<file path="src/rtl/mul_div_unit.sv">
// Iterative RV32M multiply/divide unit: shift-add multiplier, restoring divider,
// one-cycle sign fixup. Divide-by-zero and signed overflow bypass iteration.
module mul_div_unit #(
  parameter int unsigned XLEN  = 32,
  parameter int unsigned CNT_W = $clog2(XLEN) + 1
) (
  input  logic            clk,
  input  logic            rst_n,
  input  logic            start,
  input  logic            flush,
  input  logic [2:0]      funct3,
  input  logic [XLEN-1:0] op_a,
  input  logic [XLEN-1:0] op_b,
  output logic            busy,
  output logic            done,
  output logic [XLEN-1:0] result
);

  localparam int unsigned W2 = 2 * XLEN;

  typedef enum logic [1:0] {StIdle, StCalc, StFixup, StDone} state_e;

  state_e            state_q, state_d;
  logic [2:0]        funct3_q, funct3_d;
  logic              sa_q, sa_d;
  logic              sb_q, sb_d;
  logic [XLEN-1:0]   mcand_q, mcand_d;    // |op_a| for multiply
  logic [XLEN-1:0]   mplier_q, mplier_d;  // |op_b|: multiplier, or divisor
  logic [W2-1:0]     acc_q, acc_d;        // product, or {rem, quo}
  logic [CNT_W-1:0]  cnt_q, cnt_d;
  logic [XLEN-1:0]   result_q, result_d;

  // Accept-time decode
  logic            sa_in, sb_in, is_div, div0, ovf, accept;
  logic [XLEN-1:0] abs_a, abs_b, fast_res;

  // Iteration and fixup datapath
  logic [XLEN:0]   mul_sum;
  logic [W2-1:0]   mul_acc;
  logic [XLEN:0]   div_rem_sh, div_diff;
  logic            div_ge;
  logic [W2-1:0]   div_acc;
  logic [W2-1:0]   prod;
  logic [XLEN-1:0] quo, rem, fix_res;

  // Operand decode for a request presented in IDLE
  always_comb begin
    accept = (state_q == StIdle) && start && !flush;
    is_div = funct3[2];
    sa_in  = op_a[XLEN-1] && (funct3 == 3'b001 || funct3 == 3'b010 ||
                              funct3 == 3'b100 || funct3 == 3'b110);
    sb_in  = op_b[XLEN-1] && (funct3 == 3'b001 || funct3 == 3'b100 || funct3 == 3'b110);
    abs_a  = sa_in ? -op_a : op_a;
    abs_b  = sb_in ? -op_b : op_b;
    div0   = is_div && (op_b == '0);
    ovf    = (funct3 == 3'b100 || funct3 == 3'b110) &&
             (op_a == {1'b1, {(XLEN-1){1'b0}}}) && (op_b == '1);
    if (div0) begin
      fast_res = funct3[1] ? op_a : '1;
    end else begin
      fast_res = funct3[1] ? '0 : op_a;
    end
  end

  // One multiply or divide step, plus the final sign correction
  always_comb begin
    mul_sum    = {1'b0, acc_q[W2-1:XLEN]} + (mplier_q[0] ? {1'b0, mcand_q} : '0);
    mul_acc    = {mul_sum, acc_q[XLEN-1:1]};
    div_rem_sh = acc_q[W2-1:XLEN-1];
    div_diff   = div_rem_sh - {1'b0, mplier_q};
    // Remainder stays below the divisor, so the XLEN+1-bit difference sign is the compare
    div_ge     = ~div_diff[XLEN];
    div_acc    = div_ge ? {div_diff[XLEN-1:0], acc_q[XLEN-2:0], 1'b1}
                        : {div_rem_sh[XLEN-1:0], acc_q[XLEN-2:0], 1'b0};
    prod       = (sa_q ^ sb_q) ? -acc_q : acc_q;
    quo        = (sa_q ^ sb_q) ? -acc_q[XLEN-1:0] : acc_q[XLEN-1:0];
    rem        = sa_q ? -acc_q[W2-1:XLEN] : acc_q[W2-1:XLEN];
    case (funct3_q)
      3'b000:                 fix_res = prod[XLEN-1:0];
      3'b001, 3'b010, 3'b011: fix_res = prod[W2-1:XLEN];
      3'b100, 3'b101:         fix_res = quo;
      default:                fix_res = rem;
    endcase
  end

  // State and datapath registers
  always_ff @(posedge clk or negedge rst_n) begin
    if (!rst_n) begin
      state_q  <= StIdle;
      funct3_q <= '0;
      sa_q     <= 1'b0;
      sb_q     <= 1'b0;
      mcand_q  <= '0;
      mplier_q <= '0;
      acc_q    <= '0;
      cnt_q    <= '0;
      result_q <= '0;
    end else begin
      state_q  <= state_d;
      funct3_q <= funct3_d;
      sa_q     <= sa_d;
      sb_q     <= sb_d;
      mcand_q  <= mcand_d;
      mplier_q <= mplier_d;
      acc_q    <= acc_d;
      cnt_q    <= cnt_d;
      result_q <= result_d;
    end
  end

  // Next-state logic; flush overrides every transition
  always_comb begin
    state_d = state_q;
    unique case (state_q)
      StIdle:  if (accept) state_d = (div0 || ovf) ? StDone : StCalc;
      StCalc:  if (cnt_q == CNT_W'(XLEN - 1)) state_d = StFixup;
      StFixup: state_d = StDone;
      StDone:  state_d = StIdle;
    endcase
    if (flush) state_d = StIdle;
  end

  // Datapath next-state: latch at accept, iterate in CALC, commit result in FIXUP
  always_comb begin
    funct3_d = funct3_q;
    sa_d     = sa_q;
    sb_d     = sb_q;
    mcand_d  = mcand_q;
    mplier_d = mplier_q;
    acc_d    = acc_q;
    cnt_d    = cnt_q;
    result_d = result_q;
    unique case (state_q)
      StIdle: begin
        if (accept) begin
          funct3_d = funct3;
          sa_d     = sa_in;
          sb_d     = sb_in;
          mcand_d  = abs_a;
          mplier_d = abs_b;
          acc_d    = is_div ? {{XLEN{1'b0}}, abs_a} : '0;
          cnt_d    = '0;
          if (div0 || ovf) result_d = fast_res;
        end
      end
      StCalc: begin
        acc_d    = funct3_q[2] ? div_acc : mul_acc;
        mplier_d = funct3_q[2] ? mplier_q : (mplier_q >> 1);
        cnt_d    = cnt_q + CNT_W'(1);
      end
      StFixup: begin
        if (!flush) result_d = fix_res;
      end
      StDone: ;
    endcase
  end

  // Outputs decoded from state
  always_comb begin
    busy   = (state_q != StIdle);
    done   = (state_q == StDone);
    result = result_q;
  end

endmodule
</file>
<file path="config.mk">
export PLATFORM = sky130hd
export DESIGN_NAME = mul_div_unit
export DESIGN_NICKNAME = d
export VERILOG_FILES = /design/src/rtl/mul_div_unit.sv
export SDC_FILE = /design/constraint.sdc
export NUM_CORES = 1
export LEC_CHECK = 0
export CAP_MARGIN = 30
export CORE_AREA = 10 10 251 133
export CTS_BUF_LIST = sky130_fd_sc_hd__clkbuf_8
export DETAILED_ROUTE_END_ITERATION = 12
export DIE_AREA = 0 0 261 143
export PLACE_DENSITY = 0.76
export SYNTH_ARGS = -nofsm -noshare
export SYNTH_HDL_FRONTEND = slang
export SYNTH_SLANG_ARGS = --single-unit
</file>
<file path="constraint.sdc">
create_clock -name clk -period 5.85 [get_ports clk]
set_input_delay 0.8775 -clock clk [delete_from_list [all_inputs] [get_ports clk]]
set_output_delay 0.8775 -clock clk [all_outputs]
set_load 0.1 [all_outputs]
</file>
# Word-level counts from Yosys, hierarchy flattened
# Cells that the tools add are included.
# word_totals
regBits	173
elab_cells	96
out_inout_bits	34
# classes
bitwise	1
muxes	29
n_addsub	8
eq_ne	21
reduce_logical	28
# ops
op	count
$mux W32	14
$mux W64	4
$neg A32 Y32	4
$pmux W32 S2	2
$pmux W64 S2	1
$pmux W32 S3	1
$eq A32 B32 Y1 const B	2
$neg A64 Y64	1
$add A32 B32 Y33	1
$sub A33 B32 Y33	1
$logic_not A32 Y1	1
$eq A3 B3 Y1 const B	4
$pmux W6 S2	1
$eq A3 B2 Y1 const B	3
$mux W2	4
$pmux W2 S4	1
$logic_and A1 B1 Y1	7
$logic_or A1 B1 Y1	7
$add A6 B1 Y6 const B	1
$eq A3 B1 Y1 const B	2
$eq A6 B5 Y1 const B	1
$mux W6	1
$ne A2 B2 Y1 const B	3
$ne A3 B3 Y1 const B	2
13 further kinds	18

# Longest topological paths before layout
# depth
depth_word	9
mapped_depth	14
mapped_depth_nobuf	13

# Least setup slack after synthesis
# Ideal clock, no wire load.
# synth_path
kind	input to register
start	in op_b[16]
end	reg result_q[22], in the netlist result[22]
t_arrival_ns	3.473
cell_stages	10
setup_slack_ns	2.301
setup_ns	0.076
path_cell_list	or4_4 > or4_4 > or4_4 > and4bb_1 > buf_4 > buf_6 > nor2_1 > a2111oi_2 > a21oi_1 > o21ai_1
# synth_between
elab_chain_cells	6
word_cells_on_any_way	11
classes_between	eq/ne: 2; mux: 4; reduce/logical: 5
# synth_lines
element	line_no	text
start, declared	13	input logic [XLEN-1:0] op_b,
$logic_not A32 Y1	55	div0 = is_div && (op_b == '0);
$logic_and A1 B1 Y1	55	
$mux W32	58	if (div0) begin
$mux W32	143	if (div0 || ovf) result_d = fast_res;
$mux W32	135	if (accept) begin
$pmux W32 S2	133	unique case (state_q)
end signal, assigned	107	result_q <= result_d;
end, declared	31	logic [XLEN-1:0] result_q, result_d;
# Several ways; a longest one is shown, not always the timed one. The select of a mux whose other input is x is not followed.
# A chain may end at the register's enable or synchronous reset.

# Final worst setup path
# layout_path
start	in op_b[16]
end	reg result_q[3], in the netlist result[3]
# The elaborated chain is that of the path after synthesis.

==> results by group <==
Detailed routing
  – Initial DRC Count: 1873
  – Residual DRC: 0
  – Vias/cell: between 6 and 7
  – DR pass1 iterations: 5
  – Drt wl/cell: 21.5 µm
  – Final wirelength: between 50 and 60 mm
  – Vias: 16191
  – DRT antenna net count: 0

Global route
  – Global-route wire length before repair: roughly 83 mm
  – Overflow after GRT: 0
  – Gr usage total: 28.1%
  – Vias in the first global route: around 14000
  – Antenna violations before repair: 2
  – Pin count of the biggest net entering global routing: ~120

Timing
  – Post-route clock period utilization: around 76%
  – Slew @ Worst Pin: 1.01 ns
  – Final Max Tran Viols: 0
  – Slew HR: about 32%
  – Fmax: ~0.23 GHz
  – Setup Viol. Count Final: 0
  – RSZ-0062 raised after global routing: no
  – Final Hold Vio Count: 0
  – Post-layout min period: around 4.4 ns
  – Final TNS setup: 0 ns
  – Worst Skew: a little under 0.02 ns

CTS
  – CTS tree: yes
  – PostCTS Resize Cnt: 0
  – Post-CTS Hold Buffers: 0
  – Postcts setup bufs: 0
  – Clock-pin slew on the worst setup and hold paths: around 0.10 ns
  – Worst-skew pair later-pin latency: roughly 0.52 ns
  – H-tree levels: 4
  – CTS Buf Count: 17
  – CTS Root Cell: clkbuf_8
  – Bufs on Longest Clock Path: 2
  – CTS sink count: around 170

Power and ir drop
  – Pwr Density: approximately 550 nW/µm²
  – Pleak: 7.36 nW
  – Peak supply drop: about 460 µV

Synth
  – Cells after Synth: ~2100
  – Yosys reg bits: around 170
  – Ys async rst share: 100%
  – Post-synth EDFFs: 0
  – Mapped cell area: ~16000 µm²
  – Mean Syn Cell Area: 7.67 µm²
  – Syn_nets: roughly 2200
  – Share of the yosys chip area belonging to registers: 26.9%
  – Synth warn: 0
  – Synth cell types: between 70 and 80
  – Most used DFF post-synth: dfrtp_1

Critical path
  – Reg-to-reg setup timing slack: ~1.5 ns
  – Largest fanout on the critical path: 21
  – WS Path Type: input port to flip-flop
  – Worst r2r path cells: 10
  – Startpoint types: input port
  – Critical Path Sink Type: flip-flop
  – Critical R2R Launch: acc_q[42]$_DFFE_PN0P_
  – R2r endpoint: acc_q[58]$_DFFE_PN0P_
  – Arr. time, crit path: slightly below 5 ns
  – Crit path required time: 6.28 ns

Min path
  – Hold Crit Class: input port to async pin

Cells and area
  – Share of post-route cells with drive strength above 1: under 10%
  – Fillcell total: ~2600
  – Multi-input gate area: 11000 µm²
  – Final nets: 2258
  – Register Area: between 4000 and 5000 µm²
  – Ant diodes: 0
  – Area Growth Syn to Fin: 10.8%
  – Layout Utilization: 61.9%

Die
  – I/O pin cnt: 105
  – Die Footprint: 37300 µm²
  – CORE AREA: roughly 29000 µm²
  – Number of cell rows: 44
  – Starting Density: a little under three fifths
  – Die Wd: about 260 µm
  – DIE HEIGHT: 143 µm

Placed design
  – Dpl hpwl: 40.9 mm
  – RePlAce Congestion: roughly 1
  – IO buf count: ~100

Outcome
  – Status: finished clean

Job
  – Max-cap violations: 0
-- cell usage in the layout, fill, tap and decap left out, types with 40 or more instances in the layout --
cell / count
a21oi_1: 164
clkdlybuf4s50_1: 103
dfrtp_1: 172
ha_1: 73
inv_1: 62
mux2i_1: 48
nand2_1: 245
nor2_1: 166
nor3_1: 49
o21a_1: 40
o21ai_0: 193
o221ai_1: 42
xnor2_1: 86
xor2_1: 96
-- cell usage after synthesis, types with 7 or more instances --
library cell | number | area share, %
nor2b_1 | 14 | 0.54
or2_2 | 12 | 0.47
or3_1 | 18 | 0.70
inv_1 | 61 | 1.4
o221ai_1 | 42 | 2.3
xnor2_1 | 87 | 4.7
nand3_1 | 26 | 0.81
o21a_1 | 40 | 1.9
nor3_1 | 49 | 1.5
dfrtp_1 | 173 | 27
and3_1 | 9 | 0.35
o22ai_1 | 16 | 0.62
a211oi_1 | 28 | 1.3
clkbuf_1 | 118 | 2.8
and2_1 | 38 | 1.5
mux2i_1 | 48 | 3.0
o31ai_1 | 30 | 1.4
nand2_1 | 245 | 5.7
nand2b_1 | 18 | 0.70
buf_1 | 11 | 0.26
xor2_1 | 97 | 5.3
nand4_1 | 27 | 1.0
o41ai_1 | 15 | 0.82
a22oi_1 | 25 | 1.2
a211o_1 | 7 | 0.38
a31oi_1 | 32 | 1.2
o21bai_1 | 10 | 0.47
buf_4 | 7 | 0.33
a21o_1 | 35 | 1.6
a21oi_1 | 165 | 5.1
nor2_1 | 167 | 3.9
nor3b_1 | 8 | 0.37
ha_1 | 75 | 5.8
o21ai_0 | 193 | 6.0
o211ai_1 | 13 | 0.61
o21ai_1 | 20 | 0.62
nor4_1 | 19 | 0.74
-- area by class of cell --
| class | count | share of cell area (%) |
|---|---|---|
| Clock inverter | 10 | 0.919 |
| Clock buffer | 20 | 1.54 |
| Timing Repair Buffer | 138 | 7.54 |
| Inverter | 61 | 1.28 |
| Sequential cell | 173 | 24.3 |
| Multi-Input combinational cell | 1719 | 61.7 |
| Tap cell | 391 | 2.74 |
-- critical path, cell delays in order --
cell,delay [ns]
clkdlybuf4s50_1,0.48
or4_4,0.58
or4_4,0.45
or4_4,0.56
and4bb_2,0.49
o21bai_2,0.22
a21o_1,0.61
buf_4,0.32
nand2_1,0.09
o221ai_1,0.19
-- layer usage --
metal  up-vias  wire length, µm  track usage, %
met5         -               12               0
li1       7648                -               -
met1      7611            24600            41.7
met3        67             7340            9.41
met2       863            21300            38.2
met4         2              786            6.17
-- flip-flops by register name, indices dropped and copies added (netlist names) --
register and count:
mplier_q 32, mcand_q 32, funct3_q 3, result 32, cnt_q 6, acc_q 64
state_q 2, sb_q 1, sa_q 1
-- power by group --
group | internal [mW] | total (mW) | leakage [nW] | switching [mW]
registers | 1.64 | 2.44 | 2.21 | 0.794
logic | 2.39 | 6.37 | 4.93 | 3.99
clock network | 0.496 | 0.980 | 0.220 | 0.484
total | 4.53 | 9.79 | 7.36 | 5.26
-- worst max path at each step --
stage	from	endpoint	slack, ns	cells after the start
after floorplan	op_b[16]	result[22]$_DFFE_PN0P_	2.30	10
after global placement	op_b[16]	result[3]$_DFFE_PN0P_	1.02	10
after detailed placement	op_b[16]	result[3]$_DFFE_PN0P_	0.98	10
after CTS	op_b[16]	result[3]$_DFFE_PN0P_	1.53	10
after global routing	op_a[7]	result[23]$_DFFE_PN0P_	1.25	10
final	op_b[16]	result[3]$_DFFE_PN0P_	1.41	10
-- stage by stage --
| step | setup slack, ns | cells | instance area, µm² | total power, mW | hold WS (ns) |
|---|---|---|---|---|---|
| after floorplan | 2.30 | 2097 | 16100 | 6.92 | 0.438 |
| final | 1.41 | 2512 | 17800 | 9.79 | 0.289 |
| after global routing | 1.25 | 2512 | 17800 | 10.5 | 0.313 |
| after global placement | 1.02 | 2477 | 17300 | 8.53 | 0.458 |
| after CTS | 1.53 | 2511 | 17800 | 9.62 | 0.302 |
| after detailed placement | 0.982 | 2481 | 17400 | 8.61 | 0.467 |
-- kinds of logic after synthesis --
group,Yosys count,share of synthesized area [%]
XOR/XNOR,184,10.0
AND/OR/NAND/NOR,678,19.9
multiplexers,51,3.20
AO/OA/AOI/OAI,729,28.8
adder cells (fa/ha/maj),77,6.08
buffers and inverters,205,5.08
flip-flops,173,26.9
No activity file was read; power rests on OpenSTA's default activity.
